--- config.mk ---
export PLATFORM = sky130hd
export DESIGN_NAME = life_grid
export DESIGN_NICKNAME = d
export VERILOG_FILES = /design/src/rtl/life_grid_pkg.sv /design/src/rtl/life_row_next.sv /design/src/rtl/life_grid.sv
export SDC_FILE = /design/constraint.sdc
export NUM_CORES = 1
export LEC_CHECK = 0
export CAP_MARGIN = 20
export CORE_MARGIN = 1.5
export CORE_UTILIZATION = 42
export CTS_CLUSTER_SIZE = 24
export DETAILED_ROUTE_END_ITERATION = 6
export PLACE_DENSITY = 0.62
export SLEW_MARGIN = 20
export SYNTH_ARGS = -nofsm -noshare
export SYNTH_HDL_FRONTEND = slang
export SYNTH_SLANG_ARGS = --single-unit
--- constraint.sdc ---
create_clock -name clk -period 7.62 [get_ports clk]
set_clock_uncertainty 0.15 [all_clocks]
set_input_delay 1.524 -clock clk [delete_from_list [all_inputs] [get_ports clk]]
set_output_delay 1.524 -clock clk [all_outputs]
set_load 0.1 [all_outputs]
--- src/rtl/life_grid_pkg.sv ---
// Shared types and rule constants for the life_grid cellular automaton.
package life_pkg;

   // Generation sequencer states
   typedef enum logic [1:0] {
      IDLE   = 2'd0,
      SCAN   = 2'd1,
      COMMIT = 2'd2
   } life_state_t;

   // Conway's rule: born with exactly 3, survive with 2 or 3
   localparam logic [8:0] RULE_B3  = 9'b000001000;
   localparam logic [8:0] RULE_S23 = 9'b000001100;

endpackage

--- src/rtl/life_row_next.sv ---
// Combinational next-state for one row, given the rows above and below.
module life_row_next #(
   parameter int WIDTH = 8,
   parameter bit WRAP  = 1'b1
) (
   input  logic [WIDTH-1:0] north,
   input  logic [WIDTH-1:0] centre,
   input  logic [WIDTH-1:0] south,
   input  logic [8:0]       birth_mask,
   input  logic [8:0]       survive_mask,
   output logic [WIDTH-1:0] next_row
);

   // Rows padded by one column each side: index 0 is column -1, index WIDTH+1 is column WIDTH
   logic [WIDTH+1:0] n_ext;
   logic [WIDTH+1:0] c_ext;
   logic [WIDTH+1:0] s_ext;
   logic [3:0]       count;

   // Build padded rows, wrapping or zero-filling the edge columns
   always_comb begin
      n_ext = {(WRAP ? north[0]  : 1'b0), north,  (WRAP ? north[WIDTH-1]  : 1'b0)};
      c_ext = {(WRAP ? centre[0] : 1'b0), centre, (WRAP ? centre[WIDTH-1] : 1'b0)};
      s_ext = {(WRAP ? south[0]  : 1'b0), south,  (WRAP ? south[WIDTH-1]  : 1'b0)};
   end

   // Count the eight neighbours of each column and apply the birth/survive masks
   always_comb begin
      count    = '0;
      next_row = '0;
      for (int unsigned i = 0; i < WIDTH; i++) begin
         count = {3'b000, n_ext[i]} + {3'b000, n_ext[i+1]} + {3'b000, n_ext[i+2]}
               + {3'b000, c_ext[i]}                          + {3'b000, c_ext[i+2]}
               + {3'b000, s_ext[i]} + {3'b000, s_ext[i+1]} + {3'b000, s_ext[i+2]};
         next_row[i] = centre[i] ? survive_mask[count] : birth_mask[count];
      end
   end

endmodule

--- src/rtl/life_grid.sv ---
// Game-of-life grid: row-serial generation update into a shadow buffer, then bulk commit.
module life_grid
   import life_pkg::*;
#(
   parameter int WIDTH  = 8,
   parameter int HEIGHT = 8,
   parameter bit WRAP   = 1'b1,
   parameter int GEN_W  = 16
) (
   input  logic                      clk,
   input  logic                      reset_n,
   input  logic [8:0]                birth_mask,
   input  logic [8:0]                survive_mask,
   input  logic                      step,
   output logic                      step_ready,
   input  logic                      wr_en,
   input  logic [$clog2(HEIGHT)-1:0] wr_row,
   input  logic [WIDTH-1:0]          wr_data,
   input  logic [$clog2(HEIGHT)-1:0] rd_row,
   output logic [WIDTH-1:0]          rd_data,
   output logic                      busy,
   output logic                      done,
   output logic [GEN_W-1:0]          generation,
   output logic                      stable,
   output logic                      extinct
);

   localparam int RW = $clog2(HEIGHT);
   localparam logic [RW-1:0] LAST = RW'(HEIGHT - 1);

   life_state_t      state;
   life_state_t      state_nx;
   logic [WIDTH-1:0] grid [HEIGHT];
   logic [WIDTH-1:0] nbuf [HEIGHT];
   logic [RW-1:0]    row;
   logic [8:0]       birth_q;
   logic [8:0]       survive_q;
   logic             changed;
   logic [WIDTH-1:0] north;
   logic [WIDTH-1:0] centre;
   logic [WIDTH-1:0] south;
   logic [WIDTH-1:0] row_next;
   logic             accept;
   logic             write;
   logic             any_alive;

   // done is gated in so that step_ready returns the cycle after the done pulse
   assign step_ready = (state == IDLE) && !wr_en && !done;
   assign accept     = step && step_ready;
   assign write      = wr_en && (state == IDLE) && (32'(wr_row) < HEIGHT);
   assign busy       = (state != IDLE);

   // State register
   always_ff @(posedge clk or negedge reset_n) begin
      if (!reset_n) state <= IDLE;
      else          state <= state_nx;
   end

   // Next-state logic
   always_comb begin
      state_nx = state;
      case (state)
         IDLE:    if (accept) state_nx = SCAN;
         SCAN:    if (row == LAST) state_nx = COMMIT;
         COMMIT:  state_nx = IDLE;
         default: state_nx = IDLE;
      endcase
   end

   // Select the current row and its vertical neighbours from the unmodified grid
   always_comb begin
      centre = grid[row];
      if (row == '0) north = WRAP ? grid[LAST] : '0;
      else           north = grid[row - 1'b1];
      if (row == LAST) south = WRAP ? grid[0] : '0;
      else             south = grid[row + 1'b1];
   end

   life_row_next #(
      .WIDTH (WIDTH),
      .WRAP  (WRAP)
   ) u_row_next (
      .north        (north),
      .centre       (centre),
      .south        (south),
      .birth_mask   (birth_q),
      .survive_mask (survive_q),
      .next_row     (row_next)
   );

   // Grid, buffer, row counter, rule latch and status registers
   always_ff @(posedge clk or negedge reset_n) begin
      if (!reset_n) begin
         for (int unsigned r = 0; r < HEIGHT; r++) begin
            grid[r] <= '0;
            nbuf[r] <= '0;
         end
         row        <= '0;
         birth_q    <= '0;
         survive_q  <= '0;
         changed    <= 1'b0;
         generation <= '0;
         stable     <= 1'b0;
         done       <= 1'b0;
      end else begin
         done <= 1'b0;
         case (state)
            IDLE: begin
               if (write) begin
                  grid[wr_row] <= wr_data;
                  stable       <= 1'b0;
               end else if (accept) begin
                  birth_q   <= birth_mask;
                  survive_q <= survive_mask;
                  row       <= '0;
                  changed   <= 1'b0;
               end
            end
            SCAN: begin
               nbuf[row] <= row_next;
               changed   <= changed | (row_next != centre);
               if (row != LAST) row <= row + 1'b1;
            end
            COMMIT: begin
               for (int unsigned r = 0; r < HEIGHT; r++) grid[r] <= nbuf[r];
               generation <= generation + 1'b1;
               done       <= 1'b1;
               stable     <= !changed;
            end
            default: ;
         endcase
      end
   end

   // Combinational readout
   assign rd_data = (32'(rd_row) < HEIGHT) ? grid[rd_row] : '0;

   // Extinct when no row holds a live cell
   always_comb begin
      any_alive = 1'b0;
      for (int unsigned r = 0; r < HEIGHT; r++) any_alive = any_alive | (|grid[r]);
      extinct = !any_alive;
   end

endmodule

==> flow_summary.toml <==
[run_status]
status = "finished clean"

[cts]
clkSlewWorstSetupHoldPaths_ns = 0.08
cts_tree = "done"
htreeDepth = 4
root_buffer = "clkbuf_16"
post-cts-setup-buffers = 0
clock_latency_ns = 0.45
cts_hold_buffers = 0
cts_buffer_depth = 2
cts.sinks = 170
cts_resized = 0
numCtsBuffers = 17

[final_layout]
synthToLayoutAreaGrowth_pct = 12.7
n_antenna_cell = 0
drive_gt1_share_pct = 24.5
layout.nets = 1167

[sta]
finalCriticalPeriod_ns = 6.76
rsz0062_at_grt = "false"
tns_ns = 0
tightest_slew_ns = 1.06
finalCritPeriodShare_pct = 88.7
setup_viol = 0
finalHoldViolations = 0
relSlewSlack_pct = 28.6
fmax_mhz = 148
drv_slew = 0

[worst_setup_path]
start_kind = "flop"
worst-setup-path-type = "reg -> reg"
critPathArrivalTime_ns = 6.94
cp_max_fo = 13
worst_setup_path_end_kind = "flop"
critical_path_required_ns = 7.80

[synth]
synth_top_area_cell = "dfrtp_1"
synth_edf_count = 0
ys_async_sr_fraction_pct = 100
synth_common_cells = "170 x dfrtp_1, 117 x nand2_1, 104 x mux2_2, 91 x mux2i_1, 88 x mux4_2"
ys_ff_latch = 170
yosys.area.top_type_share_pct = 34.6
yosys_warnings = 0
netlist_instances = 1036
netlist_area_sq_mm = 0.0123
ys_types = 69
ys.flop_type = "dfrtp_1"
synth_most_common_cell = "dfrtp_1"
syn-num-nets = 1133
yosysSeqAreaShare_pct = 34.6
postSynthAreaPerCell_sq_um = 11.9
netlist_top_cells_area = "dfrtp_1 35%, mux4_2 16%, mux2_2 9.5%"

[place]
gp_congestion = 0.870
hpwlAfterDp_um = 24200
portBuffers = 64

[detailed_routing]
drt_first_pass_iters = 5
wl_um = 34700
wl_per_cell_um = 23.7
drc = 0
routed-via-count = 8963
via_per_inst = 6.11
ant_nets = 0
drtIter0Drc = 888

[global_routing]
grt_pass1_wl_um = 53600
antenna_found_initial = 0
grt_util_all_layers_pct = 23.5
grt_overflow = 0
grt_pass1_vias = 8762
grt_max_degree = 81

[floorplanning]
initial_core_util_pct = 42.7
die_area_sq_mm = 0.0303
die_w_um = 174
ios = 65
die_h_um = 174
coreArea_sq_mm = 0.0288
rows = 62

[worst_hold_path]
hold_path.class = "reg -> reg"

[job]
drv_cap = 0
-- kinds of logic (layout without fill, tap and decap cells) --
logic type	after synthesis	in the layout	synth area share (%)
muxes	292	292	34.6
and+or+nand+nor	226	226	9.08
DFF	170	170	34.6
AOI/OAI and AO/OA	144	144	7.72
buffers and inverters	120	167	4.03
adders and majority gates	61	61	8.17
xor gates and xnor gates	23	23	1.76
-- cell type report --
| cell class | instances | area [sq um] |
|---|---|---|
| clock buffer | 17 | 425 |
| clock inverter | 15 | 176 |
| fill | 2578 | 14900 |
| inverter | 59 | 223 |
| multi-input combinational | 746 | 7550 |
| sequential | 170 | 4260 |
| tap | 384 | 480 |
| timing repair buffer | 76 | 732 |
-- worst paths after layout --
check | cells past startpoint | slack, ns | endpoint | startpoint
min reg2reg | 2 | 0.32 | grid[32]$_DFFE_PN0P_ | nbuf[32]$_DFFE_PN0P_
max reg2reg | 21 | 0.86 | nbuf[20]$_DFFE_PN0P_ | row[0]$_DFFE_PN0P_
min in group asynchronous | 1 | 0.90 | nbuf[8]$_DFFE_PN0P_ | reset_n
min | 2 | 0.32 | grid[32]$_DFFE_PN0P_ | nbuf[32]$_DFFE_PN0P_
max | 21 | 0.86 | nbuf[20]$_DFFE_PN0P_ | row[0]$_DFFE_PN0P_
max in group asynchronous | 2 | 5.21 | row[0]$_DFFE_PN0P_ | reset_n
-- routing by layer --
metal	GRT usage (%)	part of all wire [%]
met3	5.64	7.3
met5	0	0
met1	32.6	44
met2	35.7	46
met4	9.02	3.1
-- critical path, stage by stage (launching register included) --
cell and delay [ns]:
dfrtp_2 0.41, inv_2 0.24, ha_1 0.42, buf_4 0.32
mux4_2 0.33, nor2b_1 0.14, a211oi_1 0.21, o31a_1 0.26
inv_1 0.09, ha_1 0.28, inv_1 0.04, fa_1 0.45
fa_1 0.49, inv_1 0.05, fa_1 0.45, fa_1 0.44
xor2_2 0.41, mux2_2 0.38, or3_1 0.30, a31oi_1 0.21
o21ba_2 0.26, mux2_2 0.29
-- state kept, by name (all words and copies together) (netlist names) --
register,flops
done,1
grid,64
row,3
birth_q,9
changed,1
stable,1
generation,16
nbuf,64
survive_q,9
state,2
-- cells in the final DEF (no fill, tap or decap), types with 5 or more instances in the layout --
cell / Yosys / layout
nor3_1: 7 / 7
mux4_2: 88 / 88
nand3_1: 11 / 11
nor4_1: 18 / 18
inv_1: 56 / 56
clkdlybuf4s50_1: 0 / 63
o21ai_0: 75 / 75
buf_4: 3 / 12
a211oi_1: 7 / 7
clkbuf_16: 0 / 17
nand4_1: 11 / 11
o31a_1: 7 / 7
o21a_1: 14 / 14
nor2_1: 11 / 11
and3_1: 6 / 6
inv_6: 0 / 5
xnor2_1: 13 / 13
mux2i_1: 91 / 91
ha_1: 29 / 29
nor2b_1: 25 / 25
nand2_1: 117 / 117
dfrtp_1: 170 / 168
fa_1: 32 / 32
xor2_1: 8 / 8
mux2_2: 104 / 104
a21oi_1: 5 / 5
-- through the flow --
stage	hold slack, ns	setup WS, ns	cells	cell area [sq um]	util (%)
finish	0.321	0.864	1467	13800	48.1
global route	0.347	0.410	1467	13800	48.1
CTS	0.328	0.855	1467	13800	48.1
detailed placement	0.311	0.878	1435	13200	46.0
global placement	0.302	0.999	1435	13200	46.0
floorplan	0.294	0.995	1036	12300	-
Power is left out: the tool's default activity adds up to more than one toggle a clock period on the data nets, which glitch-free logic cannot reach.
